File: src/rtl/bus_master.sv
// Queued req/ack bus initiator: buffers client commands, runs one bus transaction
// at a time with a per-transaction timeout, and reports one response per command.
module bus_master #(
    parameter int unsigned CMD_DEPTH      = 4,
    parameter int unsigned TIMEOUT_CYCLES = 64
) (
    input  logic        clk,
    input  logic        resetn,
    input  logic        cmd_valid,
    output logic        cmd_ready,
    input  logic        cmd_write,
    input  logic [31:0] cmd_addr,
    input  logic [31:0] cmd_wdata,
    output logic        master_1_req,
    output logic [31:0] master_1_addr,
    output logic        master_1_cmd,
    output logic [31:0] master_1_wdata,
    input  logic        master_1_ack,
    input  logic [31:0] master_1_rdata,
    output logic        rsp_valid,
    output logic        rsp_write,
    output logic        rsp_timeout,
    output logic [31:0] rsp_rdata,
    output logic        busy
);
    localparam int unsigned AW = $clog2(CMD_DEPTH);
    localparam int unsigned CW = AW + 1;
    localparam int unsigned TW = 16;
    localparam logic [TW-1:0] TO_LAST = TW'(TIMEOUT_CYCLES - 1);
    localparam logic [CW-1:0] FULL_CNT = CW'(CMD_DEPTH);

    typedef enum logic [1:0] {IDLE, REQ, RD_CAP} state_t;

    state_t        state, state_nxt;
    logic [AW-1:0] wr_ptr, rd_ptr;
    logic [CW-1:0] count, count_nxt;
    logic [TW-1:0] tcnt, tcnt_nxt;
    logic          push, pop;

    logic          fifo_write [CMD_DEPTH];
    logic [31:0]   fifo_addr  [CMD_DEPTH];
    logic [31:0]   fifo_wdata [CMD_DEPTH];

    logic          req_nxt, cmd_nxt;
    logic [31:0]   addr_nxt, wdata_nxt;
    logic          rsp_valid_nxt, rsp_write_nxt, rsp_timeout_nxt;
    logic [31:0]   rsp_rdata_nxt;

    assign push      = cmd_valid && cmd_ready;
    assign count_nxt = count + CW'(push) - CW'(pop);

    // Command storage needs no reset; occupancy is tracked by count.
    always_ff @(posedge clk) begin
        if (push) begin
            fifo_write[wr_ptr] <= cmd_write;
            fifo_addr[wr_ptr]  <= cmd_addr;
            fifo_wdata[wr_ptr] <= cmd_wdata;
        end
    end

    always_ff @(posedge clk or negedge resetn) begin
        if (!resetn) begin
            state          <= IDLE;
            wr_ptr         <= '0;
            rd_ptr         <= '0;
            count          <= '0;
            tcnt           <= '0;
            cmd_ready      <= 1'b1;
            busy           <= 1'b0;
            master_1_req   <= 1'b0;
            master_1_addr  <= '0;
            master_1_cmd   <= 1'b0;
            master_1_wdata <= '0;
            rsp_valid      <= 1'b0;
            rsp_write      <= 1'b0;
            rsp_timeout    <= 1'b0;
            rsp_rdata      <= '0;
        end else begin
            state          <= state_nxt;
            count          <= count_nxt;
            tcnt           <= tcnt_nxt;
            cmd_ready      <= (count_nxt != FULL_CNT);
            busy           <= (count_nxt != '0) || (state_nxt != IDLE);
            master_1_req   <= req_nxt;
            master_1_addr  <= addr_nxt;
            master_1_cmd   <= cmd_nxt;
            master_1_wdata <= wdata_nxt;
            rsp_valid      <= rsp_valid_nxt;
            rsp_write      <= rsp_write_nxt;
            rsp_timeout    <= rsp_timeout_nxt;
            rsp_rdata      <= rsp_rdata_nxt;
            if (push) wr_ptr <= wr_ptr + AW'(1);
            if (pop)  rd_ptr <= rd_ptr + AW'(1);
        end
    end

    // Transaction sequencer; bus fields are zeroed whenever req drops.
    always_comb begin
        state_nxt       = state;
        pop             = 1'b0;
        tcnt_nxt        = tcnt;
        req_nxt         = master_1_req;
        addr_nxt        = master_1_addr;
        cmd_nxt         = master_1_cmd;
        wdata_nxt       = master_1_wdata;
        rsp_valid_nxt   = 1'b0;
        rsp_write_nxt   = rsp_write;
        rsp_timeout_nxt = rsp_timeout;
        rsp_rdata_nxt   = rsp_rdata;

        case (state)
            IDLE: begin
                if (count != '0) begin
                    pop       = 1'b1;
                    req_nxt   = 1'b1;
                    addr_nxt  = fifo_addr[rd_ptr];
                    cmd_nxt   = fifo_write[rd_ptr];
                    wdata_nxt = fifo_wdata[rd_ptr];
                    tcnt_nxt  = '0;
                    state_nxt = REQ;
                end
            end
            REQ: begin
                if (master_1_ack) begin
                    if (master_1_cmd) begin
                        req_nxt         = 1'b0;
                        addr_nxt        = '0;
                        cmd_nxt         = 1'b0;
                        wdata_nxt       = '0;
                        rsp_valid_nxt   = 1'b1;
                        rsp_write_nxt   = 1'b1;
                        rsp_timeout_nxt = 1'b0;
                        rsp_rdata_nxt   = '0;
                        state_nxt       = IDLE;
                    end else begin
                        state_nxt = RD_CAP;
                    end
                end else if (tcnt == TO_LAST) begin
                    req_nxt         = 1'b0;
                    addr_nxt        = '0;
                    cmd_nxt         = 1'b0;
                    wdata_nxt       = '0;
                    rsp_valid_nxt   = 1'b1;
                    rsp_write_nxt   = master_1_cmd;
                    rsp_timeout_nxt = 1'b1;
                    rsp_rdata_nxt   = '0;
                    state_nxt       = IDLE;
                end else begin
                    tcnt_nxt = tcnt + TW'(1);
                end
            end
            RD_CAP: begin
                req_nxt         = 1'b0;
                addr_nxt        = '0;
                cmd_nxt         = 1'b0;
                wdata_nxt       = '0;
                rsp_valid_nxt   = 1'b1;
                rsp_write_nxt   = 1'b0;
                rsp_timeout_nxt = 1'b0;
                rsp_rdata_nxt   = master_1_rdata;
                state_nxt       = IDLE;
            end
            default: state_nxt = IDLE;
        endcase
    end
endmodule

File: config.mk
export PLATFORM = sky130hd
export DESIGN_NAME = bus_master
export DESIGN_NICKNAME = d
export VERILOG_FILES = /design/src/rtl/bus_master.sv
export SDC_FILE = /design/constraint.sdc
export NUM_CORES = 1
export LEC_CHECK = 0
export CELL_PAD_IN_SITES_DETAIL_PLACEMENT = 0
export CELL_PAD_IN_SITES_GLOBAL_PLACEMENT = 1
export CORE_ASPECT_RATIO = 0.9
export CORE_MARGIN = 2
export CORE_UTILIZATION = 42
export DETAILED_ROUTE_END_ITERATION = 16
export PLACE_DENSITY_LB_ADDON = 0.1
export SYNTH_ARGS = -nofsm -noshare
export SYNTH_HDL_FRONTEND = slang
export SYNTH_SLANG_ARGS = --single-unit
File: constraint.sdc
create_clock -name clk -period 2.35 [get_ports clk]
set_input_delay 0.235 -clock clk [delete_from_list [all_inputs] [get_ports clk]]
set_output_delay 0.235 -clock clk [all_outputs]
set_load 0.03 [all_outputs]
## Yosys cells after proc, flatten, opt, wreduce, memory -nomap -nowiden

Memories as Yosys holds them, arrays and structs flattened.
Index checks and enable logic that the tools add are counted.

- Reduce and logical (&&, ||, !) cells: 13
- Equal/unequal tests: 9
- Add/subtract/negate cells: 5
- Multiplexer cells: 40

Operators by type and width:

| kind | number |
|---|---|
| $pmux W32 S3 | 2 |
| $mux W32 | 5 |
| $pmux W32 S2 | 1 |
| $mux W16 | 3 |
| $pmux W16 S2 | 1 |
| $mux W1 | 18 |
| $add A16 B1 Y16 const B | 1 |
| $eq A16 B6 Y1 const B | 1 |
| $ne A3 B3 Y1 const B | 3 |
| $reduce_bool A3 Y1 | 3 |
| $mux W2 | 4 |
| $reduce_and A4 Y1 | 2 |
| $ne A2 B2 Y1 const B | 3 |
| $pmux W1 S2 | 3 |
| $pmux W1 S3 | 2 |
| $reduce_and A3 Y1 | 2 |
| $reduce_bool A2 Y1 | 3 |
| $add A2 B1 Y2 const B | 2 |
| $pmux W2 S2 | 1 |
| $add A3 B1 Y3 | 1 |
| $sub A3 B1 Y3 | 1 |
| $eq A2 B1 Y1 const B | 1 |
| $eq A2 B2 Y1 const B | 1 |
| $logic_not A2 Y1 | 1 |
| other kinds (2) | 2 |

- Memories: 3
- Bits of input ports: 101
- Memory bits (writable): 260
- Logic and storage cells: 85
- Bits in registers: 128
- Output and inout bits: 103

Memory list:

| memory | depth | bits a word | read ports | clocked after Yosys merged registers in | write ports | RTL line | RTL |
|---|---|---|---|---|---|---|---|
| fifo_addr | 4 | 32 | 1 | 0 | 1 | 41 | `logic [31:0] fifo_addr [CMD_DEPTH];` |
| fifo_wdata | 4 | 32 | 1 | 0 | 1 | 42 | `logic [31:0] fifo_wdata [CMD_DEPTH];` |
| fifo_write | 4 | 1 | 1 | 0 | 1 | 40 | `logic fifo_write [CMD_DEPTH];` |

## Depth between registers and ports, before layout

- Word-level depth: 6
- Mapped depth: 12
- Depth with buffers taken out: 11

## Least setup slack after synthesis

No wires, ideal clock.

- Kind: reg2reg
- From: reg cmd_ready
- To: mem fifo_addr[0][0], enable pin
- Slack: -0.329 ns
- Arrival time: 2.249 ns
- Stages on the path, launching flop included: 2
- Library setup time: 0.430 ns
- Cells stage by stage: dfstp_2 > and3_1

- Longest elaborated chain between the ends: 3

RTL lines:

| what | RTL line | RTL |
|---|---|---|
| from (decl) | 10 | `output logic cmd_ready,` |
| from (signal assigned) | 82 | `cmd_ready <= (count_nxt != FULL_CNT);` |
| $logic_and A1 B1 Y1 | 49 | `assign push = cmd_valid && cmd_ready;` |
| $mux W1 | 54 | `if (push) begin` |
| $mux W1 (implied by the code) | 56 | `fifo_addr[wr_ptr] <= cmd_addr;` |
| to (decl) | 41 |  |

Every way passes these cells.

## Final worst setup path

- From: reg count[1]
- To: reg busy

- Longest elaborated chain between the ends: 6
- Elaborated cells on any way between the ends: 10
- Those cells by class: add/sub (2); mux (4); reduce/logical (4)

RTL lines:

| what | RTL line | RTL |
|---|---|---|
| from (decl) | 36 | `logic [CW-1:0] count, count_nxt;` |
| from (signal assigned) | 80 | `count <= count_nxt;` |
| $reduce_bool A3 Y1 | 113 | `if (count != '0) begin` |
| $mux W1 | 113 |  |
| $mux W1 | 111 | `case (state)` |
| via pop | 38 | `logic push, pop;` |
| $sub A3 B1 Y3 | 50 | `assign count_nxt = count + CW'(push) - CW'(pop);` |
| via count_nxt[2] | 36 |  |
| $reduce_bool A3 Y1 | 83 | `busy <= (count_nxt != '0) \|\| (state_nxt != IDLE);` |
| $logic_or A1 B1 Y1 | 83 |  |
| to (signal assigned) | 83 |  |
| to (decl) | 24 | `output logic busy` |

The timed path passes the listed nets, and every way through them passes these cells.
A chain may end at the register's enable or synchronous reset.

==> qor.yml <==
sta:
  max_freq_ghz: 0.4279
  setup_viol: 0
  relSlewSlack_pct: 62.29
  grt_setup_unrepaired: "yes"
  hold_viol: 0
  period_share_pct: 99.45
  tns_ns: 0
  slew_viol_final: 0
  period_needed_ns: 2.337
  setup_slack_ns: 0.01302
  hold_slack_ns: 0.2519
  fin_skew_ns: 0.01221
  tightest_slew_ns: 0.5657
floorplanning:
  die_h_um: 184.5
  coreArea_sq_um: 35920
  die_area_sq_um: 37730
  start_util_pct: 42.31
  ios: 204
  die_w_um: 204.5
  row_count: 66
grt:
  grt_start_max_net_pins: 69
  gr-usage-all-layers_pct: 17.67
  antenna_found_initial: 1
  gr-total-overflow: 0
  grt_pass1_wl_um: 50810
  grt_pass1_vias: 8604
drt:
  drt_iter0_drc: 357
  post_drt_via_cell_ratio: 5.129
  drt_wl_total_um: 32330
  first_pass_iters: 4
  wl_per_cell_um: 20.28
  vias: 8175
  drcViolationCount: 0
  ant_nets: 0
cells_and_area:
  layout.nets: 1197
  fin_cells: 1594
  drive_gt1_share_pct: 19.77
  antennaDiodeCount: 0
  area_delta_synth_final_pct: 30.06
worst_setup_path:
  ff2ff_path_depth: 10
  start_kind: "flop"
  path_class: "flop to flop"
  worst_path_max_delay_cell: "or3_1"
  critical_path.max_stage_delay_ns: 0.38
  worstPathMaxFanout: 2
  reg2reg_setup_slack_ns: 0.01
  crit_chain: "or3_1, and2_4, ha_4, inv_2, ha_4, fa_2, xnor2_2, xnor2_2, nor2_2, o21ai_1"
  timing.rr.end: "busy"
  reg2reg_from: "count[1]"
  cp.arrival_ns: 2.74
  critPathRequiredTime_ns: 2.76
  end_kind: "flop"
synth:
  synthDominantCellAreaShare_pct: 51.37
  synth-seq-cells: 388
  yosys-top-cells-area: "edfxtp_1 (51%), dfrtp_1 (21%), mux4_2 (9.6%), mux2_1 (4.0%), nor2b_1 (2.7%)"
  syn_nets: 936
  avgSynthCellArea_sq_um: 18.44
  synth_cell_type_count: 51
  seq_area_frac_synth_pct: 72.45
  yosys.area.top_type: "edfxtp_1"
  syn_inst: 824
  yosysWarnings: 0
  netlist_area_sq_um: 15200
power_and_ir_drop:
  power.density_nw_per_um2: 1393
  irDropWorstVdd_mv: 0.8911
  p_leak_nw: 7.317
clocking:
  cts.clk_slew.worst_paths_ns: 0.06
  clk_path_buf_depth: 3
  cts_tree: "yes"
  clkLatencyLatePin_ns: 0.54
  cts_made_buffers: 41
  ctsRootBufferMaster: "clkbuf_16"
  clock_sinks: 388
  h-tree-depth: 2
placement:
  place.gp.congestion: 0.7623
  place_inst: 1512
  pre_cts_slack_ns: -0.06849
  io_buffers: 203
  dp_hpwl_um: 19720
outcome:
  status: "complete, no violations"
hold_path:
  hp-class: "input port to async pin"
job:
  maxCapViolations: 0
==> worst max-delay path: cells and delay by family, from the launching register on <==
family	cells	cell delay, ns
and+or+nand+nor	3	0.68
buffers and inverters	1	0.04
xor gates and xnor gates	2	0.30
adders and majority gates	3	0.75
AOI/OAI and AO/OA	1	0.07
DFF	1	0.37
==> sequential cells by signal, summed over array words and instances (netlist names), 3 cells and up <==
signal          cells
master_1_wdata     32
count               3
fifo_wdata        128
fifo_write          4
fifo_addr         128
rsp_rdata          32
master_1_addr      32
tcnt               16
==> area by class of cell <==
cell class | count | area [sq um]
clock buffers | 68 | 1260
clock inverters | 8 | 96.34
fillers | 2928 | 16160
inverters | 12 | 45.04
multi-input cells | 381 | 4053
flip-flops and latches | 388 | 11020
well taps | 476 | 595.6
repair buffers | 261 | 2696
==> cell families after synthesis <==
kind of cell	after synthesis	synth area share (%)
flops	388	72.45
fa+ha+maj	11	0.9550
xor+xnor	5	0.2881
compound gates	70	3.565
mux	140	15.11
buf+inv	55	1.729
simple gates	155	5.903
==> cell usage in the layout, fill, tap and decap left out, types with 7 or more instances in the layout <==
cell type	n
clkbuf_16	43
buf_12	18
a31oi_1	9
mux2_2	11
buf_4	39
a22o_1	33
clkdlybuf4s50_1	202
mux2_1	54
nand2_1	27
o21ai_0	8
edfxtp_1	260
nand3_1	11
inv_1	11
nor2b_1	66
clkbuf_1	16
mux4_2	65
mux2i_1	10
dfrtp_1	124
nor2_1	7
clkbuf_8	9
==> cell usage after synthesis, drive strengths merged <==
master and number:
a21o 1, a21oi 5, a22o 33, a31oi 9, a32o 1, and2 3
and3 9, and4 2, buf 20, clkbuf 23, dfrtp 127, dfstp 1
edfxtp 260, fa 1, ha 10, inv 12, mux2 65, mux2i 10
mux4 65, nand2 28, nand2b 6, nand3 13, nand3b 1, nand4 1
nor2 9, nor2b 66, nor3 4, nor3b 1, nor4 4, nor4b 1
nor4bb 1, o2111ai 1, o211ai 3, o21a 1, o21ai 10, o22a 1
o22ai 2, o311ai 2, o41ai 1, or3 3, or4 2, or4b 1
xnor2 4, xor2 1
==> power by group <==
group	switching (mW)	internal, mW	leakage, nW	total (mW)
Clock	2.56	3.88	0.654	6.43
Sequential	0.695	9.13	4.05	9.82
Combinational	5.85	5.43	2.62	11.3
Total	9.10	18.4	7.32	27.5
==> stage by stage <==
step	power, mW	utilization (%)	area [sq um]
after floorplan	16.89	-	15210
after global placement	21.14	50.87	18270
after detailed placement	21.20	50.87	18270
after CTS	27.82	54.78	19680
after global routing	29.15	55.03	19770
final	27.54	55.03	19770
==> repair_timing <==
action	CTS	global route
gates resized for setup	7	12
hold buffers	1	0
pin swaps	8	10
endpoints found under the hold margin	53	0
buffers inserted	1	4
endpoints found under the setup margin	23	64
==> how the worst max path moves through the flow <==
| stage | from | endpoint | slack (ns) |
|---|---|---|---|
| after CTS | count[2] | busy | 0.001 |
| final | count[1] | busy | 0.01 |
| after global routing | count[1] | busy | -0.07 |
| after global placement | count[1] | busy | -0.02 |
| after detailed placement | count[1] | busy | -0.07 |
| after floorplan | count[1] | busy | -0.06 |
==> layer usage <==
layer / GRT usage, % / vias to the layer above / part of all wire (%)
met5: 0 / - / 0.034
met4: 4.551 / 2 / 1.6
met3: 3.978 / 41 / 5.6
met2: 29.40 / 202 / 48
met1: 23.62 / 4192 / 45
li1: - / 3738 / -
Power figures use the tool's default switching activity.
